==> config.mk <==
export PLATFORM = sky130hd
export DESIGN_NAME = fetch_ctrl_flat
export DESIGN_NICKNAME = d
export VERILOG_FILES = /design/src/rtl/fetch_ctrl_if.sv /design/src/rtl/fetch_ctrl.sv /design/src/flat_wrapper.sv
export SDC_FILE = /design/constraint.sdc
export NUM_CORES = 1
export LEC_CHECK = 0
export CAP_MARGIN = 40
export CORE_MARGIN = 2
export CORE_UTILIZATION = 30
export DETAILED_ROUTE_END_ITERATION = 7
export HOLD_SLACK_MARGIN = 0.05
export PLACE_DENSITY = 0.54
export REMOVE_ABC_BUFFERS = 1
export SYNTH_ARGS = -nofsm -noshare
export SYNTH_HDL_FRONTEND = slang
export SYNTH_SLANG_ARGS = --single-unit
==> constraint.sdc <==
create_clock -name clk -period 5.7 [get_ports clk]
set_input_delay 1.14 -clock clk [delete_from_list [all_inputs] [get_ports clk]]
set_output_delay 1.14 -clock clk [all_outputs]
set_load 0.005 [all_outputs]
==> src/rtl/fetch_ctrl_if.sv <==
// Fetch-side bundle between decode/branch logic and the PC sequencer.
// master = fetch_ctrl (drives the ROM address and status), slave = decode/branch side.
interface fetch_ctrl_if;
    logic        stall;
    logic        redirect_valid;
    logic [31:0] redirect_pc;
    logic        irq;
    logic        illop;
    logic [31:0] rom_addr;
    logic        instr_valid;
    logic        kernel;
    logic [31:0] epc;
    logic        int_ack;

    modport master (
        input  stall, redirect_valid, redirect_pc, irq, illop,
        output rom_addr, instr_valid, kernel, epc, int_ack
    );

    modport slave (
        output stall, redirect_valid, redirect_pc, irq, illop,
        input  rom_addr, instr_valid, kernel, epc, int_ack
    );
endinterface

==> src/rtl/fetch_ctrl.sv <==
// Program-counter sequencer for the instruction ROM: redirects, illop/xadr
// vectoring, interrupt entry, kernel bit (PC[31]) and saved return address.
module fetch_ctrl #(
    parameter logic [31:0] RESET_PC = 32'h8000_0000,
    parameter logic [31:0] ILLOP_PC = 32'h8000_0004,
    parameter logic [31:0] XADR_PC  = 32'h8000_0008
) (
    input  logic          clk,
    input  logic          reset,
    fetch_ctrl_if.master  bus
);
    typedef enum logic [1:0] {
        BOOT  = 2'd0,
        RUN   = 2'd1,
        FLUSH = 2'd2
    } state_t;

    state_t      r_state;
    state_t      w_state_nxt;
    logic [31:0] r_pc;
    logic [31:0] r_epc;
    logic        r_int_ack;
    logic [31:0] w_pc_nxt;
    logic [31:0] w_epc_nxt;
    logic        w_int_ack_nxt;
    logic [31:0] w_pc_seq;
    logic [31:0] w_pc_plus4;
    logic        w_kernel;
    logic        w_valid;
    logic        w_bad_redir;

    assign w_kernel    = r_pc[31];
    assign w_valid     = (r_state == RUN) & ~bus.stall;
    assign w_pc_plus4  = r_pc + 32'd4;
    // Sequential fetch keeps the mode bit; only the low 31 bits wrap.
    assign w_pc_seq    = {r_pc[31], r_pc[30:0] + 31'd4};
    assign w_bad_redir = bus.redirect_valid &
                         ((bus.redirect_pc[1:0] != 2'b00) |
                          (~w_kernel & bus.redirect_pc[31]));

    always_ff @(posedge clk) begin
        if (reset) begin
            r_state   <= BOOT;
            r_pc      <= RESET_PC;
            r_epc     <= '0;
            r_int_ack <= 1'b0;
        end else begin
            r_state   <= w_state_nxt;
            r_pc      <= w_pc_nxt;
            r_epc     <= w_epc_nxt;
            r_int_ack <= w_int_ack_nxt;
        end
    end

    always_comb begin
        w_state_nxt   = r_state;
        w_pc_nxt      = r_pc;
        w_epc_nxt     = r_epc;
        w_int_ack_nxt = 1'b0;
        case (r_state)
            BOOT:  w_state_nxt = RUN;
            FLUSH: w_state_nxt = RUN;
            RUN: begin
                if (w_valid) begin
                    w_state_nxt = FLUSH;
                    if (bus.illop) begin
                        w_pc_nxt  = ILLOP_PC;
                        w_epc_nxt = w_pc_plus4;
                    end else if (w_bad_redir) begin
                        w_pc_nxt  = XADR_PC;
                        w_epc_nxt = r_pc;
                    end else if (bus.irq & ~w_kernel) begin
                        w_pc_nxt      = ILLOP_PC;
                        w_epc_nxt     = bus.redirect_valid ? bus.redirect_pc : w_pc_plus4;
                        w_int_ack_nxt = 1'b1;
                    end else if (bus.redirect_valid) begin
                        w_pc_nxt = bus.redirect_pc;
                    end else begin
                        w_pc_nxt    = w_pc_seq;
                        w_state_nxt = RUN;
                    end
                end
            end
            default: w_state_nxt = BOOT;
        endcase
    end

    assign bus.rom_addr    = r_pc;
    assign bus.instr_valid = w_valid;
    assign bus.kernel      = w_kernel;
    assign bus.epc         = r_epc;
    assign bus.int_ack     = r_int_ack;
endmodule

==> src/flat_wrapper.sv <==
// flat-port wrapper written by rule: the top's interface ports become plain ports
module fetch_ctrl_flat 
#(
    parameter logic [31:0] RESET_PC = 32'h8000_0000,
    parameter logic [31:0] ILLOP_PC = 32'h8000_0004,
    parameter logic [31:0] XADR_PC  = 32'h8000_0008
)
  (clk, reset, bus_stall, bus_redirect_valid, bus_redirect_pc, bus_irq, bus_illop, bus_rom_addr, bus_instr_valid, bus_kernel, bus_epc, bus_int_ack);
  fetch_ctrl_if bus_i ();
  input  logic clk;
  input  logic reset;
  input wire logic [$bits(bus_i.stall)-1:0] bus_stall;
  input wire logic [$bits(bus_i.redirect_valid)-1:0] bus_redirect_valid;
  input wire logic [$bits(bus_i.redirect_pc)-1:0] bus_redirect_pc;
  input wire logic [$bits(bus_i.irq)-1:0] bus_irq;
  input wire logic [$bits(bus_i.illop)-1:0] bus_illop;
  output wire logic [$bits(bus_i.rom_addr)-1:0] bus_rom_addr;
  output wire logic [$bits(bus_i.instr_valid)-1:0] bus_instr_valid;
  output wire logic [$bits(bus_i.kernel)-1:0] bus_kernel;
  output wire logic [$bits(bus_i.epc)-1:0] bus_epc;
  output wire logic [$bits(bus_i.int_ack)-1:0] bus_int_ack;
  assign bus_i.stall = bus_stall;
  assign bus_i.redirect_valid = bus_redirect_valid;
  assign bus_i.redirect_pc = bus_redirect_pc;
  assign bus_i.irq = bus_irq;
  assign bus_i.illop = bus_illop;
  assign bus_rom_addr = bus_i.rom_addr;
  assign bus_instr_valid = bus_i.instr_valid;
  assign bus_kernel = bus_i.kernel;
  assign bus_epc = bus_i.epc;
  assign bus_int_ack = bus_i.int_ack;
  fetch_ctrl #(.RESET_PC(RESET_PC), .ILLOP_PC(ILLOP_PC), .XADR_PC(XADR_PC)) u_core (.clk(clk), .reset(reset), .bus(bus_i));
endmodule
==> results of run 1 <==
==> logic make-up (layout without fill, tap and decap cells) <==
kind of cell               count (synthesis)  count (layout)  share of synthesized area (%)
AOI/OAI and AO/OA                        190             190                           28.2
xor gates and xnor gates                  16              16                           3.40
adders and majority gates                  1               1                          0.303
buffers and inverters                     48             137                           4.76
DFF                                       67              67                           32.5
muxes                                      6               6                           1.49
and+or+nand+nor                          223             223                           29.3
==> Yosys cell counts, types with 5 or more instances <==
master / number / share of area, %
sky130_fd_sc_hd__dfxtp_1: 67 / 32
sky130_fd_sc_hd__and3_1: 11 / 1.7
sky130_fd_sc_hd__o211ai_1: 6 / 1.1
sky130_fd_sc_hd__nor2_1: 48 / 4.4
sky130_fd_sc_hd__xnor2_1: 13 / 2.8
sky130_fd_sc_hd__o21ai_0: 61 / 7.4
sky130_fd_sc_hd__a22oi_1: 13 / 2.4
sky130_fd_sc_hd__o31ai_1: 6 / 1.1
sky130_fd_sc_hd__nand3_1: 20 / 2.4
sky130_fd_sc_hd__a31oi_1: 11 / 1.7
sky130_fd_sc_hd__nand2_1: 67 / 6.1
sky130_fd_sc_hd__nor4_1: 5 / 0.76
sky130_fd_sc_hd__nor3_1: 15 / 1.8
sky130_fd_sc_hd__a21oi_1: 51 / 6.2
sky130_fd_sc_hd__buf_2: 10 / 1.2
sky130_fd_sc_hd__and2_1: 8 / 1.2
sky130_fd_sc_hd__nand4_1: 8 / 1.2
sky130_fd_sc_hd__inv_1: 7 / 0.64
sky130_fd_sc_hd__clkbuf_1: 27 / 2.5
sky130_fd_sc_hd__mux2i_1: 5 / 1.2
==> path summary, 6_finish.rpt <==
| kind | startpoint | to | slack (ns) |
|---|---|---|---|
| hold / removal | u_core.r_state[0] | u_core.r_state[0] | 0.42 |
| setup reg to reg | u_core.bus.rom_addr[31] | u_core.bus.epc[30] | 2.64 |
| setup / recovery | bus_stall | bus_instr_valid | 1.63 |
| hold reg to reg | u_core.r_state[0] | u_core.r_state[0] | 0.42 |
==> metal layers <==
metal,GRT usage [%],vias to the layer above,share of wire (%),wire (µm)
met5,0,-,0,0
met1,29.5,2176,47,7130
met4,7.61,0,1.9,292
li1,-,2201,-,-
met2,32.5,161,45,6850
met3,3.05,18,5.8,881
==> cell usage in the layout, fill, tap and decap left out, drive strengths merged, types with 3 or more instances in the layout <==
cell type and instances:
a211oi 4, a21boi 4, a21oi 51, a221o 4, a221oi 4, a22oi 13, a31oi 11, and2 9
and3 11, and4 3, buf 10, clkbuf 14, clkdlybuf4s50 103, dfxtp 67, inv 7, mux2i 5
nand2 68, nand2b 4, nand3 22, nand3b 3, nand4 9, nor2 48, nor2b 3, nor3 19
nor4 11, o211ai 6, o21ai 62, o21bai 3, o22ai 4, o2bb2ai 4, o31ai 6, or2 3
or3 4, or3b 3, xnor2 13, xor2 3
==> layout make-up <==
type	instances	area share, %
clock inverters	2	0.628
clock buffers	14	4.55
well taps	176	3.95
multi-input cells	436	46.5
repair buffers	113	19.8
inverters	8	0.538
flip-flops and latches	67	24.0
==> critical path, delay by kind of cell <==
kind | cells | cell delay [ns]
buffers and inverters | 3 | 1.25
AND/OR/NAND/NOR | 1 | 0.54
==> registers in the layout (all words and copies together) (netlist names) <==
register	cells
u_core.bus.rom_addr	32
u_core.r_state	2
u_core.bus.epc	32
u_core.bus.int_ack	1
==> power by group through the flow <==
stage	logic, µW	registers (µW)	clock network [µW]
after floorplan	58.9	495	0
after global placement	146	497	0
after detailed placement	148	497	0
after CTS	149	487	569
after global routing	163	488	592
final	150	487	559
==> per-stage QoR <==
| step | worst slack [ns] | area [µm²] |
|---|---|---|
| floorplan | 2.26 | 3960 |
| global placement | 1.55 | 5280 |
| detailed placement | 1.50 | 5290 |
| CTS | 1.65 | 5580 |
| global route | 1.52 | 5580 |
| finish | 1.63 | 5580 |
==> implementation parameters, run 1 <==
Parameter                              Value

Synthesis
  Post-synthesis cell type count ... 64
  Warnings from Yosys ... 0
  Async S/R FF share, synth ... 0%
  EDFF count, synth ... 0
  Post-synth top flop ... sky130_fd_sc_hd__dfxtp_1
  Synthesized cell area ... 4130 µm²
  Register area share after synthesis ... 32.5%
  Synthesized netlist cell count ... 551
  Post-synthesis area per instance ... 7.49 µm²
  Number of storage elements in the synthesis netlist ... 67

Placed design
  Number of cells after detailed placement ... 800
  Count of input and output buffers ... 104
  Last weighted congestion value of the routability-driven placer ... 0.874
  Placed wire-length estimate ... 11,000 µm

CTS
  Clk buf depth ... 2
  CTS Buf Count ... 9
  Hold_buf cts ... 0
  Clk pin slew, worst setup/hold paths ... 0.05 ns
  Cell at the root of the clock tree ... sky130_fd_sc_hd__clkbuf_16
  Total number of clock tree sinks ... 67
  Depth of the CTS H-tree ... 3
  CTS tree ... yes
  Number of post-CTS setup repair buffers ... 0
  Clk_lat worst skew ... 0.34 ns
  Total of cells resized after clock tree synthesis ... 0

Floorplanning
  Boundary pin count ... 105
  FP Rows ... 42
  Die Area ... 14,700 µm²
  Horizontal die dimension ... 121 µm
  Die height ... 121 µm
  Standard cell core area ... 13,300 µm²
  Initial core utilization ... 30.9%

Setup path
  Slowest cell on the critical path ... sky130_fd_sc_hd__clkdlybuf4s50_1
  CP most frequent cell ... sky130_fd_sc_hd__clkdlybuf4s50_1
  Max FO, Critical Path ... 11
  Arrival @ worst endpoint ... 2.93 ns
  Stage delay of the slowest cell on the critical path ... 0.55 ns
  WP data required ... 4.56 ns
  Critical path capture point type ... primary output
  CP cell instances ... clkdlybuf4s50_1 > or3b_1 > clkinv_1 > clkdlybuf4s50_1
  Critical setup path kind ... input pin to primary output
  FF-to-FF path depth ... 7
  Startpoint type of the worst setup path ... input pin

Timing
  Worst slew pin tran ... 0.885 ns
  Maximum operating frequency ... 246 MHz
  Post-route minimum period ... 4.07 ns
  Setup_tns ... 0 ns
  Setup violation total in the final timing report ... 0
  Setup repair after global routing missed its margin ... false
  Hold slack ... 0.423 ns
  Worst slew slack as a fraction of its limit ... 41.0%
  Final critical-path share of the clock period ... 71.4%
  Worst Skew ... 0.00691 ns
  Final hold violation count ... 0
  Slew Limit Fails ... 0

Final layout
  Relative area change from synthesis to final layout ... 35.2%
  Core Util, Final ... 41.8%
  Post-layout nets ... 674
  Final standard cell count with taps included and fillers excluded ... 816
  Combined area of the multi-input logic cells ... 2590 µm²
  Fraction of layout instances using a drive strength above 1 ... 6.41%
  FF/Latch Area ... 1340 µm²
  Number of fill cells in the layout ... 1,423
  Count of antenna diodes in the layout ... 0

Pwr
  Switching share of power ... 25.4%
  Pwr Total ... 1200 µW
  Switching power of the nets ... 304 µW
  Relative contribution of sequential cells to total power ... 40.7%
  Share of total power in combinational logic ... 12.5%
  IR drop worst, VDD ... 0.134 mV
  PD cells ... 214 nW/µm²
  Portion of total power attributed to the clock network ... 46.8%
  Internal power of the cells ... 891 µW
  Lkg Pwr ... 0.00184 µW

Detailed routing
  Drt pass-1 iters ... 5
  Count of vias placed by the detailed router ... 4,556
  Wire length per cell after detailed routing ... 18.6 µm
  Total wire length after detailed routing ... 15,200 µm
  Iter 0 DRT Violations ... 407
  Ratio of routed vias to standard cells ... 5.58
  Detail Route Antenna Nets ... 0
  Post-route DRC violation count ... 0

Min path
  Type of the worst min-delay path ... register to register
  Instance count along the most critical hold path ... 1

Global route
  Leftover overflow at the end of global routing ... 0
  Initial antenna violation count ... 0
  Via count of the first global-routing pass ... 4,397
  Overall fraction of global-route tracks in use ... 21.0%
  Pin count of the biggest net entering global routing ... 56
  Global-route wire length before repair ... 24,000 µm

Outcome
  Run status ... finished, final reports clean

Flow run
  MaxCap Viol Count ... 0
(Power assumes the default switching activity.)
==> run 2: changes to the inputs <==
PLACE_DENSITY = 0.56   (was 0.54)
clock period = 3.64 ns   (was 5.7 ns; I/O delays follow)
==> implementation parameters, run 2 (same netlist as run 1, synthesis figures left out) <==
Parameter                              Value

Outcome
  Run status ... finished, final reports clean

CTS
  Total number of clock tree sinks ... 67
  Number of post-CTS setup repair buffers ... 0
  CTS Buf Count ... 9
  Clk_lat worst skew ... 0.34 ns
  Clk buf depth ... 2
  Total of cells resized after clock tree synthesis ... 0
  Depth of the CTS H-tree ... 3
  CTS tree ... yes
  Hold_buf cts ... 0
  Cell at the root of the clock tree ... sky130_fd_sc_hd__clkbuf_16
  Clk pin slew, worst setup/hold paths ... 0.05 ns

Global route
  Overall fraction of global-route tracks in use ... 21.6%
  Initial antenna violation count ... 0
  Global-route wire length before repair ... 24,300 µm
  Leftover overflow at the end of global routing ... 0
  Pin count of the biggest net entering global routing ... 54
  Via count of the first global-routing pass ... 4,483

Final layout
  Fraction of layout instances using a drive strength above 1 ... 8.56%
  Area of all placed cells without fillers ... 5700 µm²
  Number of fill cells in the layout ... 1,371
  FF/Latch Area ... 1340 µm²
  Relative area change from synthesis to final layout ... 38.1%
  Most frequent cells in the layout ... sky130_fd_sc_hd__clkdlybuf4s50_1 (103), sky130_fd_sc_hd__nand2_1 (67), sky130_fd_sc_hd__dfxtp_1 (67)
  Most common cell after layout, fill and taps aside ... sky130_fd_sc_hd__clkdlybuf4s50_1
  Count of antenna diodes in the layout ... 0
  Final standard cell count with taps included and fillers excluded ... 830
  Combined area of the multi-input logic cells ... 2590 µm²
  Post-layout nets ... 688
  Core Util, Final ... 42.7%

Timing
  Final hold violation count ... 0
  Slew Limit Fails ... 0
  Setup_tns ... 0 ns
  Worst Skew ... 0.00798 ns
  Setup violation total in the final timing report ... 0
  Hold slack ... 0.425 ns
  Worst slew slack as a fraction of its limit ... 39.7%
  Setup repair after global routing missed its margin ... false
  Post-route minimum period ... 2.98 ns
  Final critical-path share of the clock period ... 81.9%
  Maximum operating frequency ... 336 MHz
  Worst slew pin tran ... 0.901 ns

Pwr
  IR drop worst, VDD ... 0.183 mV
  Portion of total power attributed to the clock network ... 47.8%
  Relative contribution of sequential cells to total power ... 39.5%
  Share of total power in combinational logic ... 12.7%
  PD cells ... 338 nW/µm²
  Switching share of power ... 25.2%
  Internal power of the cells ... 1440 µW
  Lkg Pwr ... 0.00192 µW
  Switching power of the nets ... 485 µW

Floorplanning
  Initial core utilization ... 30.9%
  Boundary pin count ... 105
  Die height ... 121 µm
  Standard cell core area ... 13,300 µm²
  Die Area ... 14,700 µm²
  FP Rows ... 42
  Horizontal die dimension ... 121 µm

Setup path
  Arrival @ worst endpoint ... 2.25 ns
  Critical setup path kind ... input pin to primary output
  Startpoint type of the worst setup path ... input pin
  Critical path capture point type ... primary output
  WP data required ... 2.91 ns
  Max FO, Critical Path ... 5

Detailed routing
  Count of vias placed by the detailed router ... 4,668
  Wire length per cell after detailed routing ... 18.7 µm
  Ratio of routed vias to standard cells ... 5.62
  Post-route DRC violation count ... 0
  Total wire length after detailed routing ... 15,500 µm
  Iter 0 DRT Violations ... 425
  Drt pass-1 iters ... 5
  Detail Route Antenna Nets ... 0

Placed design
  Area post-placement ... 5390 µm²
  Last weighted congestion value of the routability-driven placer ... 0.872
  Placed wire-length estimate ... 11,200 µm
  Count of input and output buffers ... 104
  Number of cells after detailed placement ... 814

Min path
  Type of the worst min-delay path ... register to register

Flow run
  MaxCap Viol Count ... 0
-- run 2: cell count changes in the layout (fill, tap and decap cells not counted) --
cell / change
sky130_fd_sc_hd__buf_4: +13
sky130_fd_sc_hd__clkbuf_8: +2
sky130_fd_sc_hd__buf_2: +1
sky130_fd_sc_hd__clkbuf_1: -1
sky130_fd_sc_hd__clkinv_2: -1
-- run 2: path summary, 6_finish.rpt --
check / start / to / slack (ns) / cells after the start
worst max register to register: u_core.bus.rom_addr[2] / u_core.bus.rom_addr[18] / 0.95 / 7
worst max-delay path: bus_stall / bus_instr_valid / 0.66 / 4
worst min-delay path: u_core.r_state[0] / u_core.r_state[0] / 0.42 / 1
worst min register to register: u_core.r_state[0] / u_core.r_state[0] / 0.42 / 1
-- run 2: power groups by stage --
stage / Sequential [µW] / Combinational [µW] / Clock (µW)
4_1_cts: 761 / 245 / 938
6_report: 761 / 246 / 922
3_3_place_gp: 777 / 240 / 0
3_5_place_dp: 777 / 243 / 0
2_1_floorplan: 775 / 92.2 / 0
5_1_grt: 763 / 268 / 976
-- run 2: routing by layer --
| metal | GRT usage [%] | share of wire [%] | vias to the layer above |
|---|---|---|---|
| li1 | - | - | 2226 |
| met4 | 6.82 | 1.6 | 0 |
| met2 | 33.6 | 45 | 207 |
| met1 | 29.2 | 46 | 2212 |
| met3 | 5.45 | 7.5 | 23 |
| met5 | 0 | 0 | - |
-- run 2: worst max-delay path, cell delays in order --
cell	delay [ns]
sky130_fd_sc_hd__clkdlybuf4s50_1	0.45
sky130_fd_sc_hd__or3b_1	0.39
sky130_fd_sc_hd__clkinv_1	0.13
sky130_fd_sc_hd__clkdlybuf4s50_1	0.56
-- run 2: per-stage QoR --
stage / setup WS [ns] / power, µW
3_3_place_gp: 0.412 / 1020
4_1_cts: 0.660 / 1940
3_5_place_dp: 0.483 / 1020
5_1_grt: 0.618 / 2010
2_1_floorplan: 0.607 / 867
6_report: 0.660 / 1930
-- run 2: layout make-up --
cell class,instances,area share (%)
Clock buffer,15,4.87
Clock inverter,1,0.527
Inverter,8,0.527
Multi-Input combinational cell,436,45.5
Sequential cell,67,23.5
Tap cell,176,3.86
Timing Repair Buffer,127,21.2
